`src/rtl/ctrl_decode_pipe.sv`:
```
// ctrl_decode_pipe
//   Registered decode stage between the IF/ID register and EXE. Maps the
//   opcode to a control word, loads it into the ID/EX control register, and
//   generates the PC / IF-ID hold request.
//   Hold requests come from two sources:
//   - load-use hazard detection against the load sitting in ID/EX;
//   - a small sequencer that keeps the pipe held while a multi-cycle MUL
//     occupies EXE.
//   Undefined opcodes are flagged.
//
// Ports
//   clk, rst_n         clock, async active-low reset
//   in_valid           IF/ID holds a valid instruction
//   opcode             instruction opcode
//   src1, src2, dest   register indices of the instruction in IF/ID
//   ex_stall           downstream hold: ID/EX and the MUL counter freeze
//   flush              branch taken: kill ID/EX contents and the MUL sequence
//   id_*               registered ID/EX control word
//   stall_req          combinational: hold PC and IF/ID this cycle
//   dbg_mul_busy       sequencer state (1 = BUSY), for observation only
//
// Flow control
//   An instruction presented with in_valid is consumed at a clock edge only
//   when stall_req is low, ex_stall is low and flush is low. While stall_req
//   is high, the upstream stage must keep presenting the same instruction.
//   ex_stall freezes ID/EX but never raises stall_req on its own.
module ctrl_decode_pipe #(
  parameter int OPCODE_W   = 6,
  parameter int EXE_CMD_W  = 4,
  parameter int REG_ADDR_W = 5,
  parameter int MUL_CYCLES = 4
) (
  input  logic                  clk,
  input  logic                  rst_n,
  input  logic                  in_valid,
  input  logic [OPCODE_W-1:0]   opcode,
  input  logic [REG_ADDR_W-1:0] src1,
  input  logic [REG_ADDR_W-1:0] src2,
  input  logic [REG_ADDR_W-1:0] dest,
  input  logic                  ex_stall,
  input  logic                  flush,
  output logic                  id_valid,
  output logic [EXE_CMD_W-1:0]  id_exe_cmd,
  output logic                  id_wb_en,
  output logic                  id_mem_r_en,
  output logic                  id_mem_w_en,
  output logic                  id_is_imm,
  output logic [1:0]            id_br_type,
  output logic [REG_ADDR_W-1:0] id_dest,
  output logic                  id_illegal,
  output logic                  stall_req,
  output logic                  dbg_mul_busy
);

  localparam int CNT_W = $clog2(MUL_CYCLES);

  localparam logic [OPCODE_W-1:0] OP_NOP  = OPCODE_W'(6'b000000);
  localparam logic [OPCODE_W-1:0] OP_ADD  = OPCODE_W'(6'b000001);
  localparam logic [OPCODE_W-1:0] OP_MUL  = OPCODE_W'(6'b000010);
  localparam logic [OPCODE_W-1:0] OP_SUB  = OPCODE_W'(6'b000011);
  localparam logic [OPCODE_W-1:0] OP_AND  = OPCODE_W'(6'b000101);
  localparam logic [OPCODE_W-1:0] OP_OR   = OPCODE_W'(6'b000110);
  localparam logic [OPCODE_W-1:0] OP_NOR  = OPCODE_W'(6'b000111);
  localparam logic [OPCODE_W-1:0] OP_XOR  = OPCODE_W'(6'b001000);
  localparam logic [OPCODE_W-1:0] OP_SLA  = OPCODE_W'(6'b001001);
  localparam logic [OPCODE_W-1:0] OP_SLL  = OPCODE_W'(6'b001010);
  localparam logic [OPCODE_W-1:0] OP_SRA  = OPCODE_W'(6'b001011);
  localparam logic [OPCODE_W-1:0] OP_SRL  = OPCODE_W'(6'b001100);
  localparam logic [OPCODE_W-1:0] OP_ADDI = OPCODE_W'(6'b100000);
  localparam logic [OPCODE_W-1:0] OP_SUBI = OPCODE_W'(6'b100001);
  localparam logic [OPCODE_W-1:0] OP_LD   = OPCODE_W'(6'b100100);
  localparam logic [OPCODE_W-1:0] OP_ST   = OPCODE_W'(6'b100101);
  localparam logic [OPCODE_W-1:0] OP_BEZ  = OPCODE_W'(6'b101000);
  localparam logic [OPCODE_W-1:0] OP_BNE  = OPCODE_W'(6'b101001);
  localparam logic [OPCODE_W-1:0] OP_JMP  = OPCODE_W'(6'b101010);

  localparam logic [EXE_CMD_W-1:0] CMD_ADD = EXE_CMD_W'(4'b0000);
  localparam logic [EXE_CMD_W-1:0] CMD_MUL = EXE_CMD_W'(4'b0011);
  localparam logic [EXE_CMD_W-1:0] CMD_SUB = EXE_CMD_W'(4'b0010);
  localparam logic [EXE_CMD_W-1:0] CMD_AND = EXE_CMD_W'(4'b0100);
  localparam logic [EXE_CMD_W-1:0] CMD_OR  = EXE_CMD_W'(4'b0101);
  localparam logic [EXE_CMD_W-1:0] CMD_NOR = EXE_CMD_W'(4'b0110);
  localparam logic [EXE_CMD_W-1:0] CMD_XOR = EXE_CMD_W'(4'b0111);
  localparam logic [EXE_CMD_W-1:0] CMD_SHL = EXE_CMD_W'(4'b1000);
  localparam logic [EXE_CMD_W-1:0] CMD_SRA = EXE_CMD_W'(4'b1001);
  localparam logic [EXE_CMD_W-1:0] CMD_SRL = EXE_CMD_W'(4'b1010);

  typedef enum logic {IDLE, BUSY} mul_state_t;

  mul_state_t         state;
  logic [CNT_W-1:0]   cnt;

  logic [EXE_CMD_W-1:0] dec_cmd;
  logic                 dec_wb, dec_mr, dec_mw, dec_imm, dec_ill;
  logic [1:0]           dec_br;
  logic                 uses_src2, hazard, busy;
  logic                 nxt_valid, update_en, mul_load;

  // Opcode decode (pure combinational lookup)
  always_comb begin
    dec_cmd = '0;
    dec_wb  = 1'b0;
    dec_mr  = 1'b0;
    dec_mw  = 1'b0;
    dec_imm = 1'b0;
    dec_br  = 2'b00;
    dec_ill = 1'b0;
    case (opcode)
      OP_NOP:         ;
      OP_ADD:         dec_wb = 1'b1;
      OP_MUL:         begin dec_cmd = CMD_MUL; dec_wb = 1'b1; end
      OP_SUB:         begin dec_cmd = CMD_SUB; dec_wb = 1'b1; end
      OP_AND:         begin dec_cmd = CMD_AND; dec_wb = 1'b1; end
      OP_OR:          begin dec_cmd = CMD_OR;  dec_wb = 1'b1; end
      OP_NOR:         begin dec_cmd = CMD_NOR; dec_wb = 1'b1; end
      OP_XOR:         begin dec_cmd = CMD_XOR; dec_wb = 1'b1; end
      OP_SLA, OP_SLL: begin dec_cmd = CMD_SHL; dec_wb = 1'b1; end
      OP_SRA:         begin dec_cmd = CMD_SRA; dec_wb = 1'b1; end
      OP_SRL:         begin dec_cmd = CMD_SRL; dec_wb = 1'b1; end
      OP_ADDI:        begin dec_cmd = CMD_ADD; dec_wb = 1'b1; dec_imm = 1'b1; end
      OP_SUBI:        begin dec_cmd = CMD_SUB; dec_wb = 1'b1; dec_imm = 1'b1; end
      OP_LD:          begin dec_wb = 1'b1; dec_mr = 1'b1; dec_imm = 1'b1; end
      OP_ST:          begin dec_mw = 1'b1; dec_imm = 1'b1; end
      OP_BEZ:         dec_br = 2'b01;
      OP_BNE:         dec_br = 2'b10;
      OP_JMP:         dec_br = 2'b11;
      default:        dec_ill = 1'b1;
    endcase
  end

  // The whole R-type opcode range reads src2, including the unused code inside it
  assign uses_src2 = ((opcode >= OP_ADD) && (opcode <= OP_SRL)) ||
                     (opcode == OP_ST) || (opcode == OP_BNE);

  assign hazard = id_valid && id_mem_r_en && (id_dest != '0) && in_valid &&
                  ((id_dest == src1) || (uses_src2 && (id_dest == src2)));
  assign busy         = (state == BUSY);
  assign stall_req    = hazard || busy;
  assign dbg_mul_busy = busy;

  // flush always writes a bubble; otherwise ex_stall freezes the register.
  // A bubble is written on flush or stall_req; a real word only when neither.
  assign update_en = flush || !ex_stall;
  assign nxt_valid = !flush && !stall_req && in_valid;
  assign mul_load  = update_en && nxt_valid && (opcode == OP_MUL);

  always_ff @(posedge clk or negedge rst_n) begin
    if (!rst_n) begin
      id_valid    <= 1'b0;
      id_exe_cmd  <= '0;
      id_wb_en    <= 1'b0;
      id_mem_r_en <= 1'b0;
      id_mem_w_en <= 1'b0;
      id_is_imm   <= 1'b0;
      id_br_type  <= 2'b00;
      id_dest     <= '0;
      id_illegal  <= 1'b0;
    end else if (update_en) begin
      id_valid    <= nxt_valid;
      id_exe_cmd  <= nxt_valid ? dec_cmd : '0;
      id_wb_en    <= nxt_valid && dec_wb;
      id_mem_r_en <= nxt_valid && dec_mr;
      id_mem_w_en <= nxt_valid && dec_mw;
      id_is_imm   <= nxt_valid && dec_imm;
      id_br_type  <= nxt_valid ? dec_br : 2'b00;
      id_dest     <= nxt_valid ? dest : '0;
      id_illegal  <= nxt_valid && dec_ill;
    end
  end

  // MUL sequencer: the counter holds the remaining EXE cycles of the MUL.
  // The pipe is held while BUSY, which gives MUL_CYCLES-1 hold cycles
  // when ex_stall stays low.
  always_ff @(posedge clk or negedge rst_n) begin
    if (!rst_n) begin
      state <= IDLE;
      cnt   <= '0;
    end else if (flush) begin
      state <= IDLE;
      cnt   <= '0;
    end else begin
      case (state)
        IDLE: begin
          if (mul_load) begin
            state <= BUSY;
            cnt   <= CNT_W'(MUL_CYCLES - 1);
          end
        end
        BUSY: begin
          if (!ex_stall) begin
            if (cnt == CNT_W'(1)) begin
              state <= IDLE;
              cnt   <= '0;
            end else begin
              cnt <= cnt - 1'b1;
            end
          end
        end
        default: begin
          state <= IDLE;
          cnt   <= '0;
        end
      endcase
    end
  end

endmodule

```
`config.mk`:
```
export PLATFORM = sky130hd
export DESIGN_NAME = ctrl_decode_pipe
export DESIGN_NICKNAME = d
export VERILOG_FILES = /design/src/rtl/ctrl_decode_pipe.sv
export SDC_FILE = /design/constraint.sdc
export NUM_CORES = 1
export LEC_CHECK = 0
export CORE_UTILIZATION = 45
export DETAILED_ROUTE_END_ITERATION = 7
export GPL_TIMING_DRIVEN = 0
export HOLD_SLACK_MARGIN = 0.05
export PLACE_DENSITY_LB_ADDON = 0.15
export SLEW_MARGIN = 10
export SYNTH_ARGS = -nofsm -noshare
export SYNTH_HDL_FRONTEND = slang
export SYNTH_SLANG_ARGS = --single-unit
```
`constraint.sdc`:
```
create_clock -name clk -period 2.44 [get_ports clk]
set_clock_uncertainty 0.15 [all_clocks]
set_input_delay 0.61 -clock clk [delete_from_list [all_inputs] [get_ports clk]]
set_output_delay 0.61 -clock clk [all_outputs]
set_load 0.01 [all_outputs]
```
; Word-level counts from Yosys, hierarchy flattened
; Index checks and enable logic that the tools add are counted.
[word_totals]
in_bits = 26
out_inout_bits = 19
reg_bits = 20
wordCells = 89
[classes]
bitwise_logic = 1
order_cmp = 2
muxes = 20
eq_ne = 23
reduce_logical = 31
n_addsub = 1
[op_table]
columns = operator, count
row1 = $eq 6x6->1 const B, 7
row2 = $pmux 4 s9, 1
row3 = $eq 6x4->1 const B, 5
row4 = $reduce_or 19->1, 1
row5 = $eq 6x3->1 const B, 3
row6 = $logic_and 1x1->1, 15
row7 = $reduce_or 14->1, 1
row8 = $eq 6x2->1 const B, 2
row9 = $eq 5x5->1, 2
row10 = $mux 2, 5
row11 = $mux 1, 9
row12 = $eq 6x1->1 const B, 1
row13 = $ge 6x1->1 const B, 1
row14 = $le 6x4->1 const B, 1
row15 = $logic_not 6->1, 1
row16 = $ne 3x3->1 const B, 2
row17 = $pmux 2 s3, 1
row18 = $logic_or 1x1->1, 5
row19 = $mux 5, 1
row20 = $reduce_bool 5->1, 1
row21 = $mux 4, 1
row22 = $pmux 2 s2, 1
row23 = $reduce_or 2->1, 2
row24 = $reduce_or 4->1, 1
row25 = other kinds (6), 8

; Logic depth before layout (Yosys ltp)
; Gate-level depths: netlist of run 1.
[depth]
ltp_word = 16
mapped_depth = 7
mapped_depth_nobuf = 6

; Least setup slack after synthesis of run 1
; Ideal clock, no wire load.
[synth_path]
path_kind = input to output
from = input port opcode[2]
to = output port stall_req
t_required_ns = 1.680
arrival_time_ns = 1.581
slack_ns = 0.099
stages = 6
n_path_buf = 1
cell_sequence = buf_2 nand2_1 o2111a_1 nand4_1 a21o_2 nand2_1
[synth_via]
elab_chain_cells = 8
word_cells_on_any_way = 11
classes_between = order compare: 2 / eq/ne: 2 / reduce/logical: 7
[synth_lines]
columns = element, line_no
row1 = "start, declared", 36  ; input logic [OPCODE_W-1:0] opcode,
row2 = $ge 6x1->1 / $le 6x4->1 (equally long branches), 132  ; assign uses_src2 = ((opcode >= OP_ADD) && (opcode <= OP_SRL)) ||
row3 = $logic_and 1x1->1, 132
row4 = $logic_or 1x1->1, 132
row5 = $logic_or 1x1->1 (*), 133  ; (opcode == OP_ST) || (opcode == OP_BNE);
row6 = $logic_and 1x1->1 (*), 136  ; ((id_dest == src1) || (uses_src2 && (id_dest == src2)));
row7 = $logic_or 1x1->1 (*), 136
row8 = $logic_and 1x1->1 (*), 135  ; assign hazard = id_valid && id_mem_r_en && (id_dest != '0) && in_valid &&
row9 = $logic_or 1x1->1 (*), 138  ; assign stall_req = hazard || busy;
row10 = "end, declared", 51  ; output logic stall_req,
; Mark *: on every way between the ends. The rest lies on a longest branch, timed or not.

; Worst setup path in the final report of run 1
[layout_path]
from = register id_dest[2]
to = output port stall_req
[layout_via]
elab_chain_cells = 5
word_cells_on_any_way = 9
classes_between = eq/ne: 2 / reduce/logical: 7
[layout_lines]
columns = element, line_no
row1 = "start, declared", 49  ; output logic [REG_ADDR_W-1:0] id_dest,
row2 = "start signal, assigned", 166  ; id_dest <= nxt_valid ? dest : '0;
row3 = $eq 5x5->1 / $reduce_bool 5->1 (equally long branches), "136, 135"
row4 = $logic_and 1x1->1 (on tied branches), "136, 135"
row5 = $logic_or 1x1->1 / $logic_and 1x1->1 (equally long branches), "136, 135"
row6 = $logic_and 1x1->1 (*), 135
row7 = $logic_or 1x1->1 (*), 138
; Marks and branches as above.

==> run_results.csv, run 1 <==
group,metric,value,unit
drt,drc,0,
critical_path,path_buf_inv,2,
power,netSwitchingFraction,28.4,%
drt,wl,3.94,mm
finish,fin_cells,249,
hold_path,holdPathStages,2,
logic_synthesis,synth-edff-count,0,
drt,post_drt_wl_per_cell,15.8,um
logic_synthesis,ys_dominant_reg_cell,"dfrtp_1",
timing,final_hold_viol_count,0,
floorplanning,fp-row-count,19,
floorplanning,die-area,0.00312,sq mm
clock_network,clockBufferDepth,2,
power,power_density,368,mW/mm^2
critical_path,path_cells,"buf_4 -> xor2_1 -> nor3_2 -> nand4_1 -> a21o_2 -> nand2_1 -> buf_2",
floorplanning,die_y,55.9,um
floorplanning,ios,45,
place,dp_cells,220,
power,clkPwrFrac,25.7,%
critical_path,worstSetupPathType,"reg2out",
hold_path,hold_path_class,"reg2reg",
critical_path,crit_required,1.68,ns
clock_network,cts-root-buf,"clkbuf_4",
clock_network,path_clk_slew,0.12,ns
finish,stdcell_area,0.00209,sq mm
drt,firstDrtPassIters,4,
critical_path,r2r_start,"id_dest[2]$_DFFE_PN0P_",
finish,layout-drive-gt1-share,27.1,%
critical_path,crit_path_max_incr_delay,0.43,ns
logic_synthesis,synthesis.nets,174,
logic_synthesis,async_reset_ff_share,100,%
drt,vias,1417,
critical_path,cp_max_fo,3,
floorplanning,fp.dieW,55.9,um
timing,min_period,2.57,ns
finish,layout_commonest_cell,"clkdlybuf4s50_1",
timing,finalCritPeriodShare,105,%
place,dpl.hpwl,2.52,mm
critical_path,start_kind,"register",
timing,tightest_slew,0.905,ns
grt,grt_max_degree,21,
power,power,0.768,mW
critical_path,r2r-end,"cnt[0]$_DFFE_PN0P_",
power,power.switching,0.218,mW
critical_path,crit_family,"flip-flops",
drt,first_iter_violations,52,
power,worst_ir_drop_vdd,0.000292,V
finish,fin_nets,246,
clock_network,clk_latency,0.31,ns
finish,ff_latch_area,502,sq um
critical_path,cp_num_cells,7,
timing,rsz0062_at_grt,"true",
critical_path,rrSetupSlack,0.19,ns
critical_path,worstPathArrival,1.81,ns
place,detailedPlace.worstSlack,-1.05,ns
power,p_comb_share,28.8,%
clock_network,cts_buffers,3,
finish,n_antenna_cell,0,
power,p_seq_share,45.5,%
logic_synthesis,synth.avg_cell_area,8.89,sq um
finish,mostFrequentLayoutCells,"clkdlybuf4s50_1, nand2_1, buf_4, dfrtp_1, dlygate4sd2_1",
clock_network,htreeDepth,1,
grt,grtUsageTotal,26.4,%
timing,setup_viol,1,
logic_synthesis,synth-seq-area-share,38.3,%
critical_path,reg2reg_depth,11,
clock_network,cts_tree,"yes",
drt,via_per_inst,5.69,
finish,n_fill_cell,190,
grt,grt_pass1_vias,1447,
logic_synthesis,netlist_area,0.00131,sq mm
logic_synthesis,synth-seq-cells,20,
logic_synthesis,yosys_warnings,0,
run,maxCapViolCount,0,
floorplanning,core,0.00276,sq mm
grt,antenna_found_initial,0,
timing,max_freq,389,MHz
logic_synthesis,synthCells,147,
timing,drv_slew,0,
clock_network,clock-sinks,20,
hold_path,hold_path_startpoint,"id_exe_cmd[0]$_DFFE_PN0P_",
outcome,violations,"negative setup slack",
logic_synthesis,synth_cell_type_count,40,
floorplanning,initial_utilization,47.4,%
place,gp_congestion,0.845,
drt,ant_nets,0,
timing,setup_ws,-0.131,ns
finish,fin_util,75.6,%
power,power.leakage,0.912,nW
power,p_int,0.550,mW
outcome,status,"finished with violations",
critical_path,critPathSlowestCell,"dfrtp_1",
clock_network,ctsHoldBuffers,0,
grt,overflow,0,
timing,hold_slack,0.342,ns
finish,multi_input_area,772,sq um
place,port_buffers,42,
timing,tns,-0.131,ns
finish,synthToLayoutAreaGrowth,59.7,%
timing,slew_headroom,39.5,%
critical_path,end_kind,"primary output",
place,placed_cell_area,0.00177,sq mm
grt,grt_pass1_wl,6.57,mm
hold_path,hold_end,"id_exe_cmd[0]$_DFFE_PN0P_",
==> sequential cells by signal, indices dropped and copies added (netlist names), 2 cells and up <==
| register | flops |
|---|---|
| cnt | 2 |
| id_br_type | 2 |
| id_dest | 5 |
| id_exe_cmd | 4 |
==> worst reg2reg max path, cell delays in order (launching register included) <==
cell,delay [ns]
dfrtp_1,0.43
buf_4,0.16
xor2_1,0.17
nor3_2,0.14
nand4_1,0.17
buf_4,0.17
buf_4,0.12
buf_4,0.13
a31oi_4,0.18
buf_6,0.14
buf_8,0.12
o21ai_2,0.06
==> logic make-up (layout without fill, tap and decap cells) <==
logic type	Yosys count	after routing	synth area share, %
multiplexers	1	1	0.766
flip-flops	20	20	38.3
XOR/XNOR	11	11	7.38
AO/OA/AOI/OAI	43	43	26.0
adder cells (fa/ha/maj)	1	1	0.958
AND/OR/NAND/NOR	56	56	21.5
buffers and inverters	15	86	5.17
==> power by group through the flow <==
stage               combinational (mW)  sequential [mW]  clock (mW)
floorplan                       0.0824            0.360           0
global placement                 0.167            0.357           0
detailed placement               0.172            0.357           0
CTS                              0.214            0.349       0.202
global route                     0.238            0.351       0.213
finish                           0.222            0.349       0.197
==> routing by layer <==
metal  track usage [%]  up-vias  part of all wire, %
li1                  -      673                    -
met1              31.2      685                   40
met2              49.9       47                   54
met3              4.19       12                  4.1
met4              6.27        0                  1.5
met5                 0        -                    0
==> cell type report <==
cell class | instances | area share, %
Buffer | 9 | 3.90
Timing Repair Buffer | 67 | 30.4
Sequential cell | 20 | 24.1
Tap cell | 31 | 1.86
Inverter | 6 | 1.08
Multi-Input combinational cell | 112 | 37.0
Clock buffer | 4 | 1.74
==> worst max path at each step <==
stage	start	to	slack [ns]
CTS	id_dest[2]$_DFFE_PN0P_	stall_req	-0.09
detailed placement	opcode[0]	stall_req	-1.05
global placement	opcode[0]	stall_req	-1.03
finish	id_dest[2]$_DFFE_PN0P_	stall_req	-0.13
floorplan	opcode[2]	stall_req	0.1
global route	id_dest[2]$_DFFE_PN0P_	stall_req	-0.24
==> repair_timing <==
action | CTS | global route
pin swaps | 11 | 5
gates resized for setup | 39 | 4
setup endpoints to repair | 1 | 15
cloned | 1 | 0
setup buffers | 26 | 4
==> cell usage after synthesis, types with 3 or more instances <==
cell type / number / area [sq um]
a21oi_1: 7 / 35.0
a32o_1: 5 / 50.1
buf_2: 3 / 15.0
clkbuf_1: 4 / 15.0
dfrtp_1: 20 / 500
inv_1: 6 / 22.5
nand2_1: 25 / 93.8
nand3_1: 3 / 15.0
nand4_1: 4 / 25.0
nor2_1: 11 / 41.3
nor3_1: 3 / 15.0
o21ai_0: 8 / 40.0
o21ai_2: 9 / 78.8
o31ai_1: 4 / 30.0
xnor2_1: 5 / 43.8
xor2_1: 6 / 52.6
Power figures use the tool's default switching activity.
==> inputs of run 2 (changes only) <==
Settings changed: ABC_AREA set to 0, ABC_CLOCK_PERIOD_IN_PS set to 2440, CTS_CLUSTER_SIZE set to 24.
==> results of run 2 <==
The final DEF is identical to that of run 1; final timing and power are the same.
==> edit 1 (config.mk and constraints of run 2) <==
Set the parameter `REG_ADDR_W` to 7 (it was 5).
--- a/src/rtl/ctrl_decode_pipe.sv
+++ b/src/rtl/ctrl_decode_pipe.sv
@@ -29,3 +29,3 @@
   parameter int EXE_CMD_W  = 4,
-  parameter int REG_ADDR_W = 5,
+  parameter int REG_ADDR_W = 7,
   parameter int MUL_CYCLES = 4
Ports: changed (resized dest, id_dest, src1 and src2); port bits go from 45 to 53. No check against the original RTL was run, so the function may have changed too.
==> edit 1 against run 2 <==
  * Synthesized area grew 8.0%
  * Sequential cell count grew 2
  * Clock power grew 42%
  * Critical path type unchanged
  * Setup slack lost 0.13 ns
  * Count of clock-buffer cells in the layout shrank 1
  * Total power grew 15%
  * Final area shrank 2.3%
  * Wire length shrank 2.8%
  * The run ends with design-rule violations, negative setup slack left
==> edit 1: results (changes against run 2) <==
stage,metric,value,unit,change
outcome,status,"finished, violations left",,
outcome,failing checks,"design-rule violations, negative setup slack",,
route,vias per inst,5.73,,+0.75%
critical_path,"Largest delay share family, worst path",simple AND/OR/NAND/NOR gates,,
min_path,Hold Crit Class,register to register,,
clocking,Max clock buf depth,2,,unchanged
clocking,worst skew pair latency,0.31,ns,about the same
sta,post-route setup TNS,-0.266,ns,-0.134 ns
critical_path,CP max-delay cell,or4_4,,
route,First-pass DRT Iterations,6,,+2
critical_path,reg2reg path depth,6,,-5
clocking,CTS HTree Levels,1,,unchanged
placed_design,PortBufs,50,,+19%
pwr,maximum vdd ir drop,0.000275,V,-5.8%
yosys,syn_nets,199,,+14%
pwr,Pwr per Cell Area,434,nW/um^2,+18%
sta,Setup-failing EPs final,1,,unchanged
critical_path,r2r setup slk,0.15,ns,-0.04 ns
clocking,total CTS buffers,3,,unchanged
route,DRC errors left,6,,+6
critical_path,Critical Path Sink,stall_req,,
grt,largest net degree at the start of global routing,23,,+9.5%
route,DR WL/cell,15.0,um,-5.1%
grt,Overall Global Routing Usage,24.2,%,-2.2 points
placed_design,gpl congestion,0.856,,+1.2%
pwr,leakage,0.000911,uW,about the same
layout,biggest regs,"id_dest x7, id_exe_cmd x4",,
grt,number of global-route vias before repair,1457,,+0.69%
critical_path,Worst EP arrival,1.95,ns,+0.14 ns
grt,initial antenna violation count,0,,unchanged
clocking,clk root buf,clkbuf_4,,
critical_path,"Max FO, Critical Path",4,,+1
sta,Final WS setup,-0.266,ns,-0.134 ns
yosys,YS warnings,0,,unchanged
yosys,asr flop ratio synth,100,%,unchanged
grt,global-route wire length before repair,6290,um,-4.2%
yosys,Netlist cell types,37,,-7.5%
layout,share of layout cells above drive strength 1,12.1,%,-15 points
yosys,Post-synth top cells,"nand2_1, dfrtp_1, o21ai_0",,
critical_path,Worst path max stage delay,0.55,ns,+0.12 ns
yosys,share of the yosys chip area belonging to registers,39.0,%,+0.73 points
placed_design,Final HPWL DP,2840,um,+13%
layout,# nets final,258,,+4.9%
yosys,largest cells by area after synthesis,"dfrtp_1, nand2_1, xor2_1",,
layout,ANT cells,0,,unchanged
layout,fillcell total,250,,+32%
sta,worst-margin pin slew,1.00,ns,+0.0991 ns
route,initial drt markers,65,,+25%
critical_path,R2R Path End,id_br_type[0],,
clocking,Worst-path clk slew,0.13,ns,
critical_path,Critical Path Start,id_dest[3],,
-- edit 1: cell count changes after synthesis, sizes merged, moves of 3 or more --
| cell | before | now |
|---|---|---|
| o41ai | 0 | 3 |
| clkbuf | 4 | 8 |
| a32o | 5 | 0 |
| nand2b | 1 | 4 |
| nand2 | 25 | 28 |
| xor2 | 6 | 11 |
| inv | 6 | 13 |
| nand3 | 3 | 0 |
| buf | 5 | 1 |
-- edit 1: final cells by class --
cell class                 count  area (um^2)  share of cell area, %
buffer                         9         46.3                   2.27
clock inverter                 1         30.0                   1.47
inverter                      13         48.8                   2.39
tap                           31         38.8                   1.90
timing repair buffer          54          504                   24.7
multi-input combinational    122          795                   39.0
clock buffer                   3         22.5                   1.10
sequential                    22          553                   27.1
-- edit 1: layer usage --
| layer | vias up | part of all wire [%] | track usage, % |
|---|---|---|---|
| met5 | - | 0 | 0 |
| li1 | 695 | - | - |
| met3 | 6 | 5.9 | 2.23 |
| met2 | 62 | 51 | 45.0 |
| met1 | 699 | 42 | 28.7 |
| met4 | 0 | 1.5 | 9.18 |
-- edit 1: cell families after synthesis --
group,count (synthesis),share of synthesized area [%]
AOI/OAI and AO/OA,45,22.6
xor gates and xnor gates,15,9.32
adders and majority gates,1,0.887
buffers and inverters,22,6.39
DFF,22,39.0
and+or+nand+nor,61,21.7
-- edit 1: worst min path at each step --
stage,startpoint,to,slack [ns],cells after the start
2_1_floorplan,rst_n,cnt[0],0.16,0
3_5_place_dp,id_wb_en,id_wb_en,0.32,2
5_1_grt,cnt[1],cnt[1],0.38,2
6_report,id_illegal,id_illegal,0.34,2
3_3_place_gp,id_wb_en,id_wb_en,0.32,2
4_1_cts,id_wb_en,id_wb_en,0.35,2
-- edit 1: where the power goes --
part / total, uW / internal (uW) / switching [uW] / leakage (uW)
logic: 206 / 104 / 102 / 0.000586
registers: 397 / 378 / 18.4 / 0.000297
clock network: 280 / 166 / 114 / 0.0000279
total: 884 / 649 / 235 / 0.000911
-- edit 1: worst reg2reg max path, cell delays in order, from the launching register on --
cell	delay [ns]
dfrtp_2	0.46
or4_4	0.56
o41ai_4	0.28
and2_1	0.19
a31oi_2	0.06
buf_6	0.18
o41ai_4	0.32
-- edit 1: metrics by stage --
step	instances	setup WS (ns)	instance area (um^2)	power, uW	utilization [%]
2_1_floorplan	166	0.0461	1410	497	-
3_3_place_gp	247	-1.10	1950	600	68.3
3_5_place_dp	247	-1.15	1950	608	68.3
4_1_cts	254	-0.265	2030	886	71.2
5_1_grt	255	-0.311	2040	922	71.4
6_report	255	-0.266	2040	884	71.4
-- edit 1: repair_timing --
action                                  in CTS  in global routing
pin swaps                                    8                  1
setup buffers                                3                  1
resized for setup                           29                  5
hold buffers                                 0                  0
endpoints found under the setup margin      22                 16
cloned                                       0                  0
==> edit 2 (flow settings as in run 2) <==
Made on the original files. Put a register stage on the output `dbg_mul_busy`, cleared by the reset. The value now appears one clock later. The other outputs are not delayed to match.
--- a/src/rtl/ctrl_decode_pipe.sv
+++ b/src/rtl/ctrl_decode_pipe.sv
@@ -138,3 +138,9 @@
   assign stall_req    = hazard || busy;
-  assign dbg_mul_busy = busy;
+  always_ff @(posedge clk or negedge rst_n) begin
+    if (!rst_n) begin
+      dbg_mul_busy <= '0;
+    end else begin
+      dbg_mul_busy <= busy;
+    end
+  end
 
Function: changed (Yosys sat finds a counterexample within 4 cycles, from zero or initial values and one cycle with rst_n low).
==> edit 2 against run 2 <==
  * Count of clock-buffer cells in the layout shrank 1
  * Fmax shrank 5.1%
  * Sequential cell count grew 1
  * Total power about the same
  * The flow finishes with violations (design-rule violations, negative setup slack)
  * Final area shrank 2.9%
  * Core utilization down 4.1 points
  * Setup slack got worse by 0.14 ns
  * Combinational power is 2% lower
  * Wire length shrank 12%
  * Critical path type is now input pin to output port
  * Synthesized area rose by 5.7%
==> edit 2: results (changes against run 2) <==
stage,metric,value,unit,change
sta,post-route setup TNS,-0.269,ns,-0.138 ns
layout,Finished Layout Cells,250,,+0.40%
placed_design,placed inst area,1860,um^2,+5.5%
yosys,largest cells by area after synthesis,"dfrtp_1, nand2_1, xor2_1",,
grt,routing usage on met3,2.95,%,-1.2 points
yosys,Synth Flop Type,dfrtp_1,,
pwr,leakage,0.000867,uW,-4.9%
critical_path,"Max FO, Critical Path",2,,-1
yosys,Netlist cell types,38,,-5.0%
route,initial drt markers,58,,+12%
clocking,worst skew pair latency,0.33,ns,+0.02 ns
yosys,Post-synth top cells,"nand2_1, dfrtp_1, o21ai_0",,
sta,final hold slack,0.244,ns,-0.0980 ns
sta,Final WS setup,-0.269,ns,-0.138 ns
grt,number of global-route vias before repair,1284,,-11%
critical_path,R2R Path End,id_exe_cmd[0],,
min_path,worst hold start,busy,,
route,DRC errors left,2,,+2
placed_design,Final HPWL DP,2460,um,-2.2%
route,via count,1367,,-3.5%
grt,largest net degree at the start of global routing,22,,+4.8%
sta,Slew Limit Headroom,38.1,%,-1.4 points
placed_design,PortBufs,44,,+4.8%
grt,Overall Global Routing Usage,22.6,%,-3.8 points
critical_path,Critical Path Start,src2[1],,
yosys,share of the yosys chip area belonging to registers,38.1,%,-0.24 points
layout,max FFs per register,5,,unchanged
route,First-pass DRT Iterations,6,,+2
yosys,adder-cell share of the synthesized area,0.907,%,-0.051 points
yosys,Syn Area/Cell,8.52,um^2,-4.1%
min_path,WHS Endpoint,dbg_mul_busy,,
outcome,status,"finished, violations left",,
yosys,Synth Area in Compound Gates,20.5,%,-5.5 points
yosys,mux cell area share after synthesis,0.725,%,-0.041 points
clocking,CTS HTree Levels,1,,unchanged
route,M1 WL,1480,um,-6.5%
critical_path,reg2reg path depth,8,,-3
placed_design,cell count after placement,237,,+7.7%
route,final WL,3470,um,-12%
critical_path,CP max-delay cell,clkdlybuf4s50_1,,
layout,share of layout cells above drive strength 1,22.4,%,-4.7 points
critical_path,r2r setup slk,0.30,ns,+0.11 ns
outcome,failing checks,"design-rule violations, negative setup slack",,
grt,GR met2 Demand/Resource,38.2,%,-12 points
route,met3 wire length,173,um,+6.1%
critical_path,Worst path max stage delay,0.47,ns,+0.04 ns
placed_design,gpl congestion,0.896,,+6.1%
grt,met1 Use GR,29.3,%,-1.9 points
sta,Setup-failing EPs final,1,,unchanged
min_path,hold path depth,0,,-2
critical_path,"Largest delay share family, worst path",buffers and inverters,,
[edit 2: cell types whose count changed after synthesis, moves of 4 or more]
cell and delta:
a32o_1 -5, clkbuf_1 +4, o21ai_0 +8, xor2_1 +4
[edit 2: power by group]
part | switching, uW | internal (uW) | leakage [uW]
clock network | 118 | 61.5 | 0.0000177
logic | 107 | 110 | 0.000568
registers | 10.8 | 360 | 0.000282
[edit 2: area by class of cell]
cell class              count  area, um^2
repair buffers             53         508
multi-input cells         124         837
well taps                  31        38.8
clock inverters             1        5.00
plain buffers              10        56.3
inverters                   7        26.3
clock buffers               3        22.5
flip-flops and latches     21         531
fillers                   230         805
[edit 2: kinds of logic after synthesis]
logic type,Yosys count
and+or+nand+nor,72
AOI/OAI and AO/OA,38
DFF,21
buffers and inverters,17
xor gates and xnor gates,12
muxes,1
adders and majority gates,1
[edit 2: repair_timing]
action                     CTS  global route
pin swaps                    7             9
hold buffers                 0             0
resized for setup           33            15
buffers inserted             7             2
setup endpoints to repair    3             1
